===== src/rtl/mem_arbiter_if.sv =====
// rtl/mem_arbiter_if.sv - fetch, data and memory port bundle for mem_arbiter
interface mem_arbiter_if;
  logic        if_req;
  logic [31:0] if_addr;
  logic        if_kill;
  logic [31:0] if_rdata;
  logic        if_ready;
  logic        dm_req;
  logic        dm_we;
  logic [31:0] dm_addr;
  logic [31:0] dm_wdata;
  logic [31:0] dm_rdata;
  logic        dm_ready;
  logic        mem_en;
  logic        mem_we;
  logic [31:0] mem_addr;
  logic [31:0] mem_wdata;
  logic [31:0] mem_rdata;

  modport master (
    input  if_req, if_addr, if_kill, dm_req, dm_we, dm_addr, dm_wdata, mem_rdata,
    output if_rdata, if_ready, dm_rdata, dm_ready, mem_en, mem_we, mem_addr, mem_wdata
  );

  modport slave (
    output if_req, if_addr, if_kill, dm_req, dm_we, dm_addr, dm_wdata, mem_rdata,
    input  if_rdata, if_ready, dm_rdata, dm_ready, mem_en, mem_we, mem_addr, mem_wdata
  );
endinterface


===== src/rtl/mem_arbiter.sv =====
// rtl/mem_arbiter.sv - fetch/data arbiter onto a single-ported fixed-latency memory
module mem_arbiter #(
  parameter int MEM_LAT      = 2,
  parameter int MAX_DM_BURST = 4
) (
  input  logic         clk,
  input  logic         reset,
  mem_arbiter_if.master bus
);
  localparam logic [1:0] IDLE   = 2'd0;
  localparam logic [1:0] ACCESS = 2'd1;
  localparam logic [1:0] WAIT   = 2'd2;
  localparam logic [1:0] RESP   = 2'd3;
  localparam logic [3:0] LAT    = 4'(MEM_LAT);
  localparam logic [3:0] BURST  = 4'(MAX_DM_BURST);

  logic [1:0]  state;
  logic [3:0]  cnt;
  logic [3:0]  dm_streak;
  logic        owner_dm;
  logic        owner_store;
  logic        killed;
  logic        mem_en, mem_we, if_ready, dm_ready;
  logic [31:0] mem_addr, mem_wdata, if_rdata, dm_rdata;
  logic        any_req, grant_dm, kill_now;

  assign any_req  = bus.dm_req | bus.if_req;
  assign grant_dm = bus.dm_req & ~(bus.if_req & (dm_streak == BURST));
  // A kill only matters while a fetch owns the memory.
  assign kill_now = killed | (~owner_dm & bus.if_kill);

  always_ff @(posedge clk) begin
    if (!reset) begin
      state       <= IDLE;
      cnt         <= 4'd0;
      dm_streak   <= 4'd0;
      owner_dm    <= 1'b0;
      owner_store <= 1'b0;
      killed      <= 1'b0;
      mem_en      <= 1'b0;
      mem_we      <= 1'b0;
      if_ready    <= 1'b0;
      dm_ready    <= 1'b0;
      mem_addr    <= 32'd0;
      mem_wdata   <= 32'd0;
      if_rdata    <= 32'd0;
      dm_rdata    <= 32'd0;
    end else begin
      mem_en   <= 1'b0;
      mem_we   <= 1'b0;
      if_ready <= 1'b0;
      dm_ready <= 1'b0;
      case (state)
        IDLE: begin
          if (any_req) begin
            owner_dm    <= grant_dm;
            owner_store <= grant_dm & bus.dm_we;
            killed      <= 1'b0;
            mem_en      <= 1'b1;
            mem_we      <= grant_dm & bus.dm_we;
            mem_addr    <= grant_dm ? bus.dm_addr : bus.if_addr;
            if (grant_dm) begin
              mem_wdata <= bus.dm_wdata;
              if (!bus.if_req)
                dm_streak <= 4'd0;
              else if (dm_streak < BURST)
                dm_streak <= dm_streak + 4'd1;
            end else begin
              dm_streak <= 4'd0;
            end
            state <= ACCESS;
          end
        end
        ACCESS: begin
          cnt    <= LAT;
          killed <= kill_now;
          state  <= WAIT;
        end
        WAIT: begin
          cnt    <= cnt - 4'd1;
          killed <= kill_now;
          if (cnt == 4'd1) begin
            state <= RESP;
            if (owner_dm) begin
              if (!owner_store)
                dm_rdata <= bus.mem_rdata;
              dm_ready <= 1'b1;
            end else if (!kill_now) begin
              if_rdata <= bus.mem_rdata;
              if_ready <= 1'b1;
            end
          end
        end
        RESP: begin
          state <= IDLE;
        end
        default: state <= IDLE;
      endcase
    end
  end

  assign bus.mem_en    = mem_en;
  assign bus.mem_we    = mem_we;
  assign bus.mem_addr  = mem_addr;
  assign bus.mem_wdata = mem_wdata;
  assign bus.if_ready  = if_ready;
  assign bus.if_rdata  = if_rdata;
  assign bus.dm_ready  = dm_ready;
  assign bus.dm_rdata  = dm_rdata;
endmodule


===== src/flat_wrapper.sv =====
// flat-port wrapper written by rule: the top's interface ports become plain ports
module mem_arbiter_flat 
#(
  parameter int MEM_LAT      = 2,
  parameter int MAX_DM_BURST = 4
)
  (clk, reset, bus_if_req, bus_if_addr, bus_if_kill, bus_dm_req, bus_dm_we, bus_dm_addr, bus_dm_wdata, bus_mem_rdata, bus_if_rdata, bus_if_ready, bus_dm_rdata, bus_dm_ready, bus_mem_en, bus_mem_we, bus_mem_addr, bus_mem_wdata);
  mem_arbiter_if bus_i ();
  input  logic clk;
  input  logic reset;
  input wire logic [$bits(bus_i.if_req)-1:0] bus_if_req;
  input wire logic [$bits(bus_i.if_addr)-1:0] bus_if_addr;
  input wire logic [$bits(bus_i.if_kill)-1:0] bus_if_kill;
  input wire logic [$bits(bus_i.dm_req)-1:0] bus_dm_req;
  input wire logic [$bits(bus_i.dm_we)-1:0] bus_dm_we;
  input wire logic [$bits(bus_i.dm_addr)-1:0] bus_dm_addr;
  input wire logic [$bits(bus_i.dm_wdata)-1:0] bus_dm_wdata;
  input wire logic [$bits(bus_i.mem_rdata)-1:0] bus_mem_rdata;
  output wire logic [$bits(bus_i.if_rdata)-1:0] bus_if_rdata;
  output wire logic [$bits(bus_i.if_ready)-1:0] bus_if_ready;
  output wire logic [$bits(bus_i.dm_rdata)-1:0] bus_dm_rdata;
  output wire logic [$bits(bus_i.dm_ready)-1:0] bus_dm_ready;
  output wire logic [$bits(bus_i.mem_en)-1:0] bus_mem_en;
  output wire logic [$bits(bus_i.mem_we)-1:0] bus_mem_we;
  output wire logic [$bits(bus_i.mem_addr)-1:0] bus_mem_addr;
  output wire logic [$bits(bus_i.mem_wdata)-1:0] bus_mem_wdata;
  assign bus_i.if_req = bus_if_req;
  assign bus_i.if_addr = bus_if_addr;
  assign bus_i.if_kill = bus_if_kill;
  assign bus_i.dm_req = bus_dm_req;
  assign bus_i.dm_we = bus_dm_we;
  assign bus_i.dm_addr = bus_dm_addr;
  assign bus_i.dm_wdata = bus_dm_wdata;
  assign bus_i.mem_rdata = bus_mem_rdata;
  assign bus_if_rdata = bus_i.if_rdata;
  assign bus_if_ready = bus_i.if_ready;
  assign bus_dm_rdata = bus_i.dm_rdata;
  assign bus_dm_ready = bus_i.dm_ready;
  assign bus_mem_en = bus_i.mem_en;
  assign bus_mem_we = bus_i.mem_we;
  assign bus_mem_addr = bus_i.mem_addr;
  assign bus_mem_wdata = bus_i.mem_wdata;
  mem_arbiter #(.MEM_LAT(MEM_LAT), .MAX_DM_BURST(MAX_DM_BURST)) u_core (.clk(clk), .reset(reset), .bus(bus_i));
endmodule

===== config.mk =====
export PLATFORM = sky130hd
export DESIGN_NAME = mem_arbiter_flat
export DESIGN_NICKNAME = d
export VERILOG_FILES = /design/src/rtl/mem_arbiter_if.sv /design/src/rtl/mem_arbiter.sv /design/src/flat_wrapper.sv
export SDC_FILE = /design/constraint.sdc
export NUM_CORES = 1
export LEC_CHECK = 0
export CORE_MARGIN = 3
export CORE_UTILIZATION = 46
export CTS_BUF_LIST = sky130_fd_sc_hd__clkbuf_4
export CTS_CLUSTER_DIAMETER = 60
export DETAILED_ROUTE_END_ITERATION = 10
export GPL_TIMING_DRIVEN = 0
export PLACE_DENSITY = 0.88
export SLEW_MARGIN = 20
export SYNTH_ARGS = -nofsm -noshare
export SYNTH_HDL_FRONTEND = slang
export SYNTH_SLANG_ARGS = --single-unit

===== constraint.sdc =====
create_clock -name clk -period 4.14 [get_ports clk]
set_input_delay 0.828 -clock clk [delete_from_list [all_inputs] [get_ports clk]]
set_output_delay 0.828 -clock clk [all_outputs]
set_load 0.02 [all_outputs]

==> impl_results.md, run 1 <==
* Slew at the pin with the worst max-slew slack at 569 ps
* Synth Area in Compound Gates at 23.4%
* Cell area after synthesis at 5870 um2
* Design area at 9020 um2
* Reg clk slew, reported paths at 120 ps
* Clock Root Buffer: clkbuf_4
* Worst Path Arrival at between 1500 and 2000 ps
* Die Footprint at 14100 um2
* Setup TNS at 0 ps
* Period utilization at 58.9%
* Vias in the first global route at 5805
* Required time of the critical path at 3310 ps
* First-pass GRT wire length at around 29000 um
* Highest Clock Rate at 410 MHz
* Pin count of the biggest net entering global routing at 17
* Layout area overhead at 53.8%
* Reg2reg path depth at 8
* Post-route DRC at 0
* Adder-Cell Fraction of Synth Area at 1.49%
* Worst Setup SP: u_core.bus.mem_addr[24]
* RSZ-0062 raised after global routing: false
* CP Buf/Inv Count at 1
* R2R Path Start: u_core.state[0]
* Largest family of logic cells by synthesized area: compound AO/OA/AOI/OAI gates
* Maxcap violations at 0
* Mean area per synthesized cell at 8.44 um2
* Post-synthesis simple-gate area fraction at 18.9%
* Post-cts sizing count at 0
* Pwr Density at 437 nW/um2
* Clock insertion delay at the later pin of the skew report at 560 ps
* Row cnt at 40
* Core area at 12300 um2
* Levels on crit path at 1
* Worst vdd ir at 0.000296 V
* H-tree depth at 4
* DRT Pass-1 Iters at 5
* Final Instance Count excl. Fillers at 1160
* CP peak stage delay at ~630 ps
* Worst path slowest cell: clkdlybuf4s50_1
* Slew Limit Fails at 0
* WL/cell at around 16 um
* Layout cells sized above 1 at just under 10%
* FF-to-FF End: u_core.bus.dm_rdata[31]
* # fillers at just over 900
* Design Power at 0.00395 W
* Post-synthesis sequential area ratio at 49.5%
* Period minus WS final at 2440 ps
* Clk_skew at approximately 17 ps
* Post-CTS Setup Inserts at 0
* TritonCTS Buffers at 17
* Vias/cell at 5.11
* Vias at 5925
* Die width at about 120 um
* Placed insts at ~1100
* GRT overflow at 0
* Post-synth cell types at 36
* CTS tree: yes
* Leak at 3.21 nW
* # clock sinks at ~150
* Post-synthesis mux area share at 0.363%
* Synth Register Bits at 145
* CP Capture Type: output pin
* Antenna violation net count after detailed routing at 0
* Mapped Cells at 695
* Most frequent cells in the layout: clkdlybuf4s50_1, nand2_1, dfxtp_1
* Nets@finish at ~1100
* Hold crit path type: flop to flop
* DR iter-0 viols at 363
* Hold_buf cts at 0
* YS warnings at 0
* Initial antenna violation count at 1
* R2R Setup Slk at 2390 ps
* Post-DP Area at 8720 um2
* Final Setup Violations at 0
* Area contributors post-synth: dfxtp_1, nand2_1, a21boi_2
* Status: finished, final reports clean
* Setup CP Type: flop to output pin
* CP Launch Type: flop
* Net Count, Synth at 836
* Final hold violation count at 0
* Share of the synthesized area in the top cell type at between 40 and 50%
* Buffers added on ports at 264
* Critical path peak fanout at 2
* I/O pin cnt at between 200 and 300
* Total GRT Usage at between 20 and 30%
* Area leader, netlist: dfxtp_1
* Crit path capture: bus_mem_addr[24]
* Slew margin rel. at 62.1%
* CP Cell Sequence: clkdlybuf4s50_1
* Cell family with most CP delay: buffers and inverters
* Die H at 119 um
* HPWL Detailed at approximately 14000 um
* Commonest non-fill, non-tap cell in the layout: clkdlybuf4s50_1
* GP Congestion at 0.936
* Final WL at around 18000 um
* Xor and xnor area share after synthesis at 0%
* Longest Clk Path Bufs at 2
* Initial core utilization at 47.8%
* Hold_ws at 460 ps
==> final cells by class <==
cell class	count	area, um2	share of cell area (%)
Tap cell	168	210	2.33
Clock inverter	14	165	1.83
Sequential cell	145	2900	32.2
Multi-Input combinational cell	485	2590	28.7
Antenna cell	1	2.50	0.0277
Timing Repair Buffer	264	2640	29.3
Inverter	9	33.8	0.374
Buffer	56	338	3.74
Clock buffer	18	135	1.50
==> worst min path at each step <==
stage          slack [ps]  cells after the start                  endpoint                      from
2_1_floorplan         450                      2        u_core.owner_store        u_core.owner_store
3_3_place_gp          430                      2   u_core.bus.mem_wdata[5]   u_core.bus.mem_wdata[5]
3_5_place_dp          440                      2   u_core.bus.mem_wdata[0]   u_core.bus.mem_wdata[0]
4_1_cts               460                      2  u_core.bus.mem_wdata[31]  u_core.bus.mem_wdata[31]
5_1_grt               470                      2  u_core.bus.mem_wdata[27]  u_core.bus.mem_wdata[27]
6_report              460                      2  u_core.bus.mem_wdata[31]  u_core.bus.mem_wdata[31]
==> synth_stat cells (all sizes together) <==
master and instances:
o221a 1, and2 5, nand4b 3, a21boi 67, dfxtp 145, and4bb 1
a21oi 67, or3b 1, nor3 2, nor4b 1, clkbuf 19, nand3b 1
nor3b 1, nand3 36, and3b 1, a22o 1, o21ai 71, nand2 203
nor2 3, or3 1, ha 7, o31ai 1, buf 37, and3 4
a31oi 2, mux2 1, o21a 3, inv 9, mux2i 1
==> report_power, final <==
| group | switching (W) | internal (W) | leakage [nW] |
|---|---|---|---|
| Clock | 0.000522 | 0.000421 | 0.142 |
| Sequential | 0.0000991 | 0.00158 | 1.18 |
| Combinational | 0.000720 | 0.000603 | 1.89 |
| Total | 0.00134 | 0.00260 | 3.21 |
==> routing by layer <==
metal / GRT usage [%] / vias to the layer above / routed length, um
met5: 0 / - / 0
met4: 8.76 / 0 / 413
met3: 10.8 / 29 / 1720
met2: 44.3 / 236 / 8950
met1: 27.8 / 2756 / 7180
li1: - / 2904 / -
==> registers in the layout, summed over array words and instances (netlist names) <==
name                  cells
u_core.owner_store        1
u_core.dm_streak          4
u_core.bus.mem_we         1
u_core.bus.if_ready       1
u_core.bus.if_rdata      32
u_core.bus.dm_rdata      32
u_core.killed             1
u_core.bus.mem_addr      32
u_core.state              2
u_core.bus.dm_ready       1
u_core.owner_dm           1
u_core.cnt                4
u_core.bus.mem_wdata     32
u_core.bus.mem_en         1
==> cell families (layout without fill, tap and decap cells) <==
logic type                 Yosys count  count (layout)
DFF                                145             145
muxes                                2               2
other                                0               1
AOI/OAI and AO/OA                  213             213
buffers and inverters               65             361
and+or+nand+nor                    263             263
adders and majority gates            7               7
==> worst min-delay path, stage by stage (launching register included) <==
cell and delay (ps):
dfxtp_1 330, nand2_1 50, o21ai_1 50
==> stage by stage <==
step / utilization, % / worst slack (ps)
after floorplan: - / 2450
after global placement: 71.1 / 1490
after detailed placement: 71.1 / 1420
after CTS: 73.6 / 1660
after global routing: 73.6 / 1650
final: 73.6 / 1700
Power figures use the tool's default switching activity.
==> run 2, diff against run 1 <==
--- a/config.mk
+++ b/config.mk
@@ -6,12 +6,12 @@
 export NUM_CORES = 1
 export LEC_CHECK = 0
 export CORE_MARGIN = 3
-export CORE_UTILIZATION = 46
+export CORE_UTILIZATION = 43
 export CTS_BUF_LIST = sky130_fd_sc_hd__clkbuf_4
 export CTS_CLUSTER_DIAMETER = 60
 export DETAILED_ROUTE_END_ITERATION = 10
 export GPL_TIMING_DRIVEN = 0
-export PLACE_DENSITY = 0.88
+export PLACE_DENSITY = 0.83
 export SLEW_MARGIN = 20
 export SYNTH_ARGS = -nofsm -noshare
 export SYNTH_HDL_FRONTEND = slang
==> constraint.sdc (replaced) <==
create_clock -name clk -period 2.4 [get_ports clk]
set_input_delay 0.48 -clock clk [delete_from_list [all_inputs] [get_ports clk]]
set_output_delay 0.48 -clock clk [all_outputs]
set_load 0.02 [all_outputs]
==> run 2 against run 1 <==
- combinational power increased by 72%
- critical endpoint is now bus_mem_addr[22]
- power increased by 80%
- critical path depth unchanged
==> impl_results.md, run 2 (same netlist as run 1, synthesis figures left out) <==
* TritonCTS Buffers at 17
* CP peak stage delay at 630 ps
* CP Cell Sequence: clkdlybuf4s50_1
* Required time of the critical path at 1920 ps
* Post-route DRC at 0
* Clk_skew at 17.8 ps
* Leak at 3.25 nW
* CP Capture Type: output pin
* HPWL Detailed at 13500 um
* CTS tree: yes
* Maxcap violations at 0
* RSZ-0062 raised after global routing: false
* Die width at 123 um
* Cell family with most CP delay: buffers and inverters
* Final hold violation count at 0
* # clock sinks at 145
* Buffers added on ports at around 260
* Clock Root Buffer: clkbuf_4
* Longest Clk Path Bufs at 2
* Pin count of the biggest net entering global routing at 17
* Row cnt at 42
* Multi-input logic area at 2590 um2
* Placed insts at 1135
* Period minus WS final at 2050 ps
* Die H at about 120 um
* Hold_buf cts at 0
* Worst Path Arrival at 1570 ps
* DRT Pass-1 Iters at 4
* Initial core utilization at about 44%
* Hold_ws at 335 ps
* Setup TNS at 0 ps
* Post-cts sizing count at 0
* Slew at the pin with the worst max-slew slack at 567 ps
* Total GRT Usage at 23.2%
* Period utilization at 85.3%
* DR iter-0 viols at between 200 and 300
* Worst vdd ir at 0.000606 V
* CP Buf/Inv Count at 1
* Die Footprint at 15100 um2
* Layout area overhead at 55.0%
* Vias at 5797
* WL/cell at 15.3 um
* Antenna violation net count after detailed routing at 0
* Slew Limit Fails at 0
* Commonest non-fill, non-tap cell in the layout: clkdlybuf4s50_1
* Clock insertion delay at the later pin of the skew report at 560 ps
* Post-DP Area at 8730 um2
* Setup CP Type: flop to output pin
* Status: finished, final reports clean
* Final core utilization at 68.4%
* Hold crit path type: input pin to flop
* H-tree depth at 4
* Final Instance Count excl. Fillers at 1166
* Core area at 13300 um2
* Vias in the first global route at 5483
* Flip-flop and latch area at slightly below 3000 um2
* Highest Clock Rate at between 400 and 500 MHz
* Final WL at 17800 um
* Slew margin rel. at ~62%
* CP Launch Type: flop
* GRT overflow at 0
* # diodes at 0
* # fillers at 1106
* Design area at 9090 um2
* Nets@finish at 1119
* I/O pin cnt at roughly 270
* Initial antenna violation count at 0
* Worst path slowest cell: clkdlybuf4s50_1
* Critical path peak fanout at 2
* Final Setup Violations at 0
* Layout cells sized above 1 at 9.90%
* Post-CTS Setup Inserts at 0
* GP Congestion at between 0.8 and 0.9
* Most frequent cells in the layout: clkdlybuf4s50_1, nand2_1, dfxtp_1
* Pwr Density at ~780 nW/um2
* First-pass GRT wire length at 27300 um
* Reg clk slew, reported paths at 120 ps
* Vias/cell at 4.97
-- run 2: per-stage QoR --
step                setup slack, ps  power (W)
global route                    248    0.00746
finish                          352    0.00709
detailed placement             17.0    0.00521
CTS                             305    0.00715
global placement               81.5    0.00518
floorplan                       863    0.00414
-- run 2: path summary, 6_finish.rpt --
check | cells after the start | from | to | slack, ps
setup / recovery | 1 | u_core.bus.mem_addr[22] | bus_mem_addr[22] | 350
hold / removal | 3 | bus_dm_req | u_core.dm_streak[3] | 340
setup reg to reg | 6 | u_core.state[0] | u_core.bus.mem_addr[17] | 660
hold reg to reg | 2 | u_core.bus.mem_wdata[22] | u_core.bus.mem_wdata[22] | 460
-- run 2: cell type report --
| type | instances | share of cell area (%) |
|---|---|---|
| timing repair buffer | 264 | 29.1 |
| clock inverter | 14 | 2.61 |
| buffer | 56 | 3.71 |
| multi-input combinational | 485 | 28.5 |
| inverter | 9 | 0.371 |
| clock buffer | 17 | 1.40 |
| tap | 176 | 2.42 |
| sequential | 145 | 31.9 |
-- run 2: layer usage --
metal / share of wire (%) / up-vias / global-route usage, %
met2: 47 / 238 / 38.6
met4: 2.5 / 0 / 9.66
met1: 40 / 2631 / 26.4
met3: 9.8 / 29 / 9.54
met5: 0 / - / 0
li1: - / 2899 / -
-- run 2: power by group --
| group | internal [W] | leakage [nW] | switching (W) |
|---|---|---|---|
| Combinational | 0.00104 | 1.89 | 0.00124 |
| Sequential | 0.00273 | 1.18 | 0.000165 |
| Clock | 0.00103 | 0.182 | 0.000900 |
==> run 3, diff against run 2 <==
--- a/config.mk
+++ b/config.mk
@@ -10,7 +10,6 @@
 export CTS_BUF_LIST = sky130_fd_sc_hd__clkbuf_4
 export CTS_CLUSTER_DIAMETER = 60
 export DETAILED_ROUTE_END_ITERATION = 10
-export GPL_TIMING_DRIVEN = 0
 export PLACE_DENSITY = 0.83
 export SLEW_MARGIN = 20
 export SYNTH_ARGS = -nofsm -noshare
==> run 3 against run 2 <==
- sequential power is essentially flat
- design area shrank 2.6%
- largest cell class is now sequential cells
- cell count shrank 3.5%
- highest routed layer unchanged
- fmax grew 1.4%
- largest power group unchanged
==> impl_results.md, run 3 (same netlist as run 1, synthesis figures left out) <==
* Slew margin rel. at 67.0%
* CP Cell Sequence: clkdlybuf4s50_1
* Slew Limit Fails at 0
* Setup WS post-layout at 380 ps
* I/O pin cnt at 266
* DRT Pass-1 Iters at 6
* Final Setup Violations at 0
* Clock Root Buffer: clkbuf_4
* Total GRT Usage at a little over a fifth
* Maxcap violations at 0
* Layout cells sized above 1 at under 10%
* Place WS at 269 ps
* Leak at 3.13 nW
* CP peak stage delay at ~640 ps
* CP Buf/Inv Count at 1
* CTS tree: yes
* Die H at around 120 um
* Clk_skew at 12.0 ps
* Reg clk slew, reported paths at approximately 120 ps
* Die Footprint at ~15000 um2
* Vias at 5660
* Sequential power share at 42.8%
* Post-cts sizing count at 0
* Commonest non-fill, non-tap cell in the layout: clkdlybuf4s50_1
* Post-route DRC at 0
* Final hold violation count at 0
* Core area at around 13000 um2
* Hold crit path type: input pin to flop
* Initial core utilization at 44.1%
* RSZ-0062 raised after global routing: false
* Worst path slowest cell: clkdlybuf4s50_1
* Post-CTS Setup Inserts at 0
* Antenna violation net count after detailed routing at 0
* Setup CP Type: flop to output pin
* Levels on crit path at 1
* Worst Hold Depth at 3
* Vias/cell at around 5.0
* Highest Clock Rate at about 490 MHz
* Cell family with most CP delay: buffers and inverters
* Clock insertion delay at the later pin of the skew report at 540 ps
* Design Power at 0.00672 W
* Vias in the first global route at 5192
* Comb pwr share at 33.3%
* Worst Path Arrival at 1540 ps
* Clock power frac at 23.9%
* Slew at the pin with the worst max-slew slack at 494 ps
* Initial antenna violation count at 0
* Most frequent cells in the layout: clkdlybuf4s50_1, nand2_1, dfxtp_1
* Pwr Density at 759 nW/um2
* TritonCTS Buffers at 17
* Nets@finish at about 1100
* Layout area overhead at 50.9%
* HPWL Detailed at approximately 12000 um
* # clock sinks at 145
* Worst vdd ir at 0.000503 V
* Longest Clk Path Bufs at 2
* # diodes at 0
* H-tree depth at 4
* DR iter-0 viols at 332
* P_int at 0.00448 W
* Die width at around 120 um
* Net Sw Frac at 33.3%
* GP Congestion at 0.790
* First-pass GRT wire length at 25500 um
* Required time of the critical path at 1920 ps
* Hold_buf cts at 0
* CP Capture Type: output pin
* Buffers added on ports at between 200 and 300
* Critical path peak fanout at 2
* Pin count of the biggest net entering global routing at 51
* Status: finished, final reports clean
* Row cnt at 42
* Setup TNS at 0 ps
* WL/cell at between 10 and 15 um
* Final WL at 16700 um
* CP Launch Type: flop
* Reg2reg path depth at 7
* Switch Pwr at 0.00224 W
* Period minus WS final at 2020 ps
* GRT overflow at 0
* Period utilization at between 80% and 90%
run 3: metrics by stage:
step	area, um2	util, %	std cells	hold WS, ps
finish	8850	66.6	1125	354
detailed placement	8560	64.4	1093	442
floorplan	5870	-	695	447
global placement	8560	64.4	1093	435
CTS	8850	66.6	1125	303
global route	8850	66.6	1125	314
run 3: area by class of cell:
class	count	area, um2
repair buffers	278	2810
fillers	1119	4440
inverters	9	33.8
flip-flops and latches	145	2900
multi-input cells	485	2590
clock inverters	15	166
clock buffers	17	128
well taps	176	220
run 3: metal layers:
metal	track usage, %	vias to the layer above	part of all wire, %
met5	0	-	0
met4	7.07	0	1.7
met3	9.68	22	11
met2	36.2	214	48
met1	24.4	2608	40
li1	-	2816	-
run 3: power groups by stage:
stage | Combinational [W] | Sequential [W] | Clock [W]
after floorplan | 0.000872 | 0.00326 | 0
after global placement | 0.00222 | 0.00293 | 0
after detailed placement | 0.00224 | 0.00293 | 0
after CTS | 0.00226 | 0.00288 | 0.00166
after global routing | 0.00243 | 0.00292 | 0.00175
final | 0.00224 | 0.00288 | 0.00161
run 3: final timing paths:
kind | from | endpoint | slack [ps]
worst max-delay path | u_core.bus.mem_wdata[10] | bus_mem_wdata[10] | 380
worst min-delay path | reset | u_core.bus.mem_wdata[3] | 350
worst max register to register | u_core.state[0] | u_core.bus.dm_rdata[0] | 420
worst min register to register | u_core.bus.mem_wdata[29] | u_core.bus.mem_wdata[29] | 450
==> patch, RTL diff (config.mk and constraints of run 3) <==
Reset style: asynchronous (`reset`), changed in one clocked block.
--- a/src/rtl/mem_arbiter.sv
+++ b/src/rtl/mem_arbiter.sv
@@ -29,7 +29,7 @@
   // A kill only matters while a fetch owns the memory.
   assign kill_now = killed | (~owner_dm & bus.if_kill);
 
-  always_ff @(posedge clk) begin
+  always_ff @(posedge clk or negedge reset) begin
     if (!reset) begin
       state       <= IDLE;
       cnt         <= 4'd0;
Behaviour: differs if reset is asserted again (counterexample within 4 cycles, from zero or initial values and one cycle with reset low); with reset held inactive, the same outputs for 4 cycles.
==> patch against run 3 <==
- area after synthesis is 2.0% higher
- wire length down 2.9%
- worst setup slack got worse by 170 ps
- critical path depth rose by 4
- non-clock buffer count decreased by 1
- first-iteration DRC count down 21%
- synthesized cell count down 34%
- cell area increased by 3.3%
- via count down 18%
- highest routed layer unchanged
- sequential cell count did not move
- critical path type is now flip-flop to flip-flop
- sequential share of layout area rose by 6.9 points
- utilization rose by 1.7 points
Power is not compared: it rests on default switching activity, and its combinational part moved more than twofold at a synthesized area within 25%.
==> patch: results (changes against run 3) <==
status:
  status: "finished clean"
clock_tree:
  htree_levels: 4  # unchanged
  hold_buffers: 1  # +1
  cts_buffers: 17  # unchanged
sta:
  worst_slew_margin_rel_pct: 57.8  # -9.2 points
  fin_worst_hold_slack_ps: 473  # +119 ps
  finClkSkew_ps: 19.4  # +7.37 ps
synthesis:
  synthTopCellsByArea: "dfrtp_1 (61%), mux2_2 (13%), mux2_4 (7.3%)"
  synth.distinct_cells: 34  # -5.6%
  yosys_most_used_dff: "dfrtp_1"
  synth_common_cells: "dfrtp_1 (145), a21oi_1 (67), mux2_2 (67), nand2_1 (37), nor2_1 (36)"
  asyncSetResetFlopFracSynth_pct: 100  # +100 points
  ys_seq_area_share_pct: 60.7  # +11 points
  synth_nets: 600  # -28%
min_path:
  hp-class: "primary input to flip-flop"
  worstHoldEndpoint: "u_core.bus.mem_addr[28]"
  worstHoldStart: "bus_if_addr[28]"
placement:
  dp_hpwl_um: 12300  # +4.4%
  place_congestion: 0.841  # +6.4%
  placed_cell_area_mm2: 0.00880  # +2.8%
global_route:
  grt_pass1_vias: 4870  # -6.2%
  grt_usage_pct: 21.1  # -0.49 points
  antenna_found_initial: 0  # unchanged
  grt_first_pass_wirelength_um: 24800  # -2.7%
  grt_max_degree: 71  # +39%
drt:
  drt_iter0_drc: 263  # -21%
  firstDrtPassIters: 5  # -1
  wl_per_cell_um: 17.7  # +19%
  viasPerCell: 5.09  # +1.1%
finish:
  register_area_mm2: 0.00363  # +25%
  fill_cells: 944  # -16%
  drive_above_1_share_pct: 18.9  # +10 points
  nets: 870  # -19%
worst_setup_path:
  cp_max_fo: 33  # +31
  ff2ff_path_depth: 5  # -2
  critPathArrivalTime_ps: 2600  # +1060 ps
  timing.reg2reg.setup_slack_ps: 210  # -210 ps
  max_stage_delay_ps: 740  # +100 ps
  startpoint: "u_core.state[0]"
  cpMaxStageDelayCell: "or4_4"
  critPathTopFamily: "simple AND/OR/NAND/NOR gates"
  worstReg2RegEnd: "u_core.bus.if_rdata[30]"
-- patch: cell types whose count changed after synthesis, sizes merged, moves of 64 or more --
| cell | run 3 | this run |
|---|---|---|
| a21boi | 67 | 1 |
| dfxtp | 145 | 0 |
| o21ai | 71 | 7 |
| dfrtp | 0 | 145 |
| nand2 | 203 | 37 |
| mux2 | 1 | 98 |
-- patch: worst max-delay path by stage --
stage                              end  slack (ps)  depth (start not counted)
2_1_floorplan  u_core.bus.if_rdata[10]         490                          7
3_3_place_gp    u_core.bus.if_rdata[5]         160                          3
3_5_place_dp   u_core.bus.if_rdata[20]         110                          3
4_1_cts        u_core.bus.if_rdata[20]         210                          5
5_1_grt        u_core.bus.if_rdata[27]         130                          5
6_report       u_core.bus.if_rdata[30]         210                          5
-- patch: worst min-delay path: stages --
cell	delay [ps]
clkdlybuf4s50_1	390
nand2_1	50
a21oi_1	50
-- patch: final cells by class --
cell class,instances,area share (%)
flip-flops and latches,145,39.7
inverters,12,0.492
multi-input cells,276,23.3
clock buffers,17,1.39
clock inverters,12,2.35
well taps,176,2.41
repair buffers,277,30.4
-- patch: metal layers --
| metal | GRT usage [%] | wire (um) | vias up |
|---|---|---|---|
| li1 | - | - | 2122 |
| met1 | 24.2 | 5970 | 2266 |
| met2 | 35.8 | 8090 | 242 |
| met3 | 8.95 | 1860 | 24 |
| met4 | 6.30 | 260 | 0 |
| met5 | 0 | 0 | - |
-- patch: stage by stage --
| step | setup WS, ps | cells |
|---|---|---|
| after CTS | 212 | 915 |
| after detailed placement | 110 | 885 |
| final | 207 | 915 |
| after global routing | 126 | 915 |
| after floorplan | 488 | 459 |
| after global placement | 158 | 885 |
-- patch: report_power, final --
part | leakage, nW | total [W] | switching (W) | internal (W)
Sequential | 1.74 | 0.00415 | 0.000618 | 0.00353
Combinational | 2.10 | 0.00572 | 0.00276 | 0.00296
Clock | 0.181 | 0.00187 | 0.000852 | 0.00101
Total | 4.01 | 0.0117 | 0.00423 | 0.00750
-- patch: cells by family after synthesis --
logic type	after synthesis	share of synthesized area, %
DFF	145	60.7
muxes	100	20.6
and+or+nand+nor	87	6.21
AOI/OAI and AO/OA	82	7.30
buffers and inverters	38	3.76
adders and majority gates	7	1.46
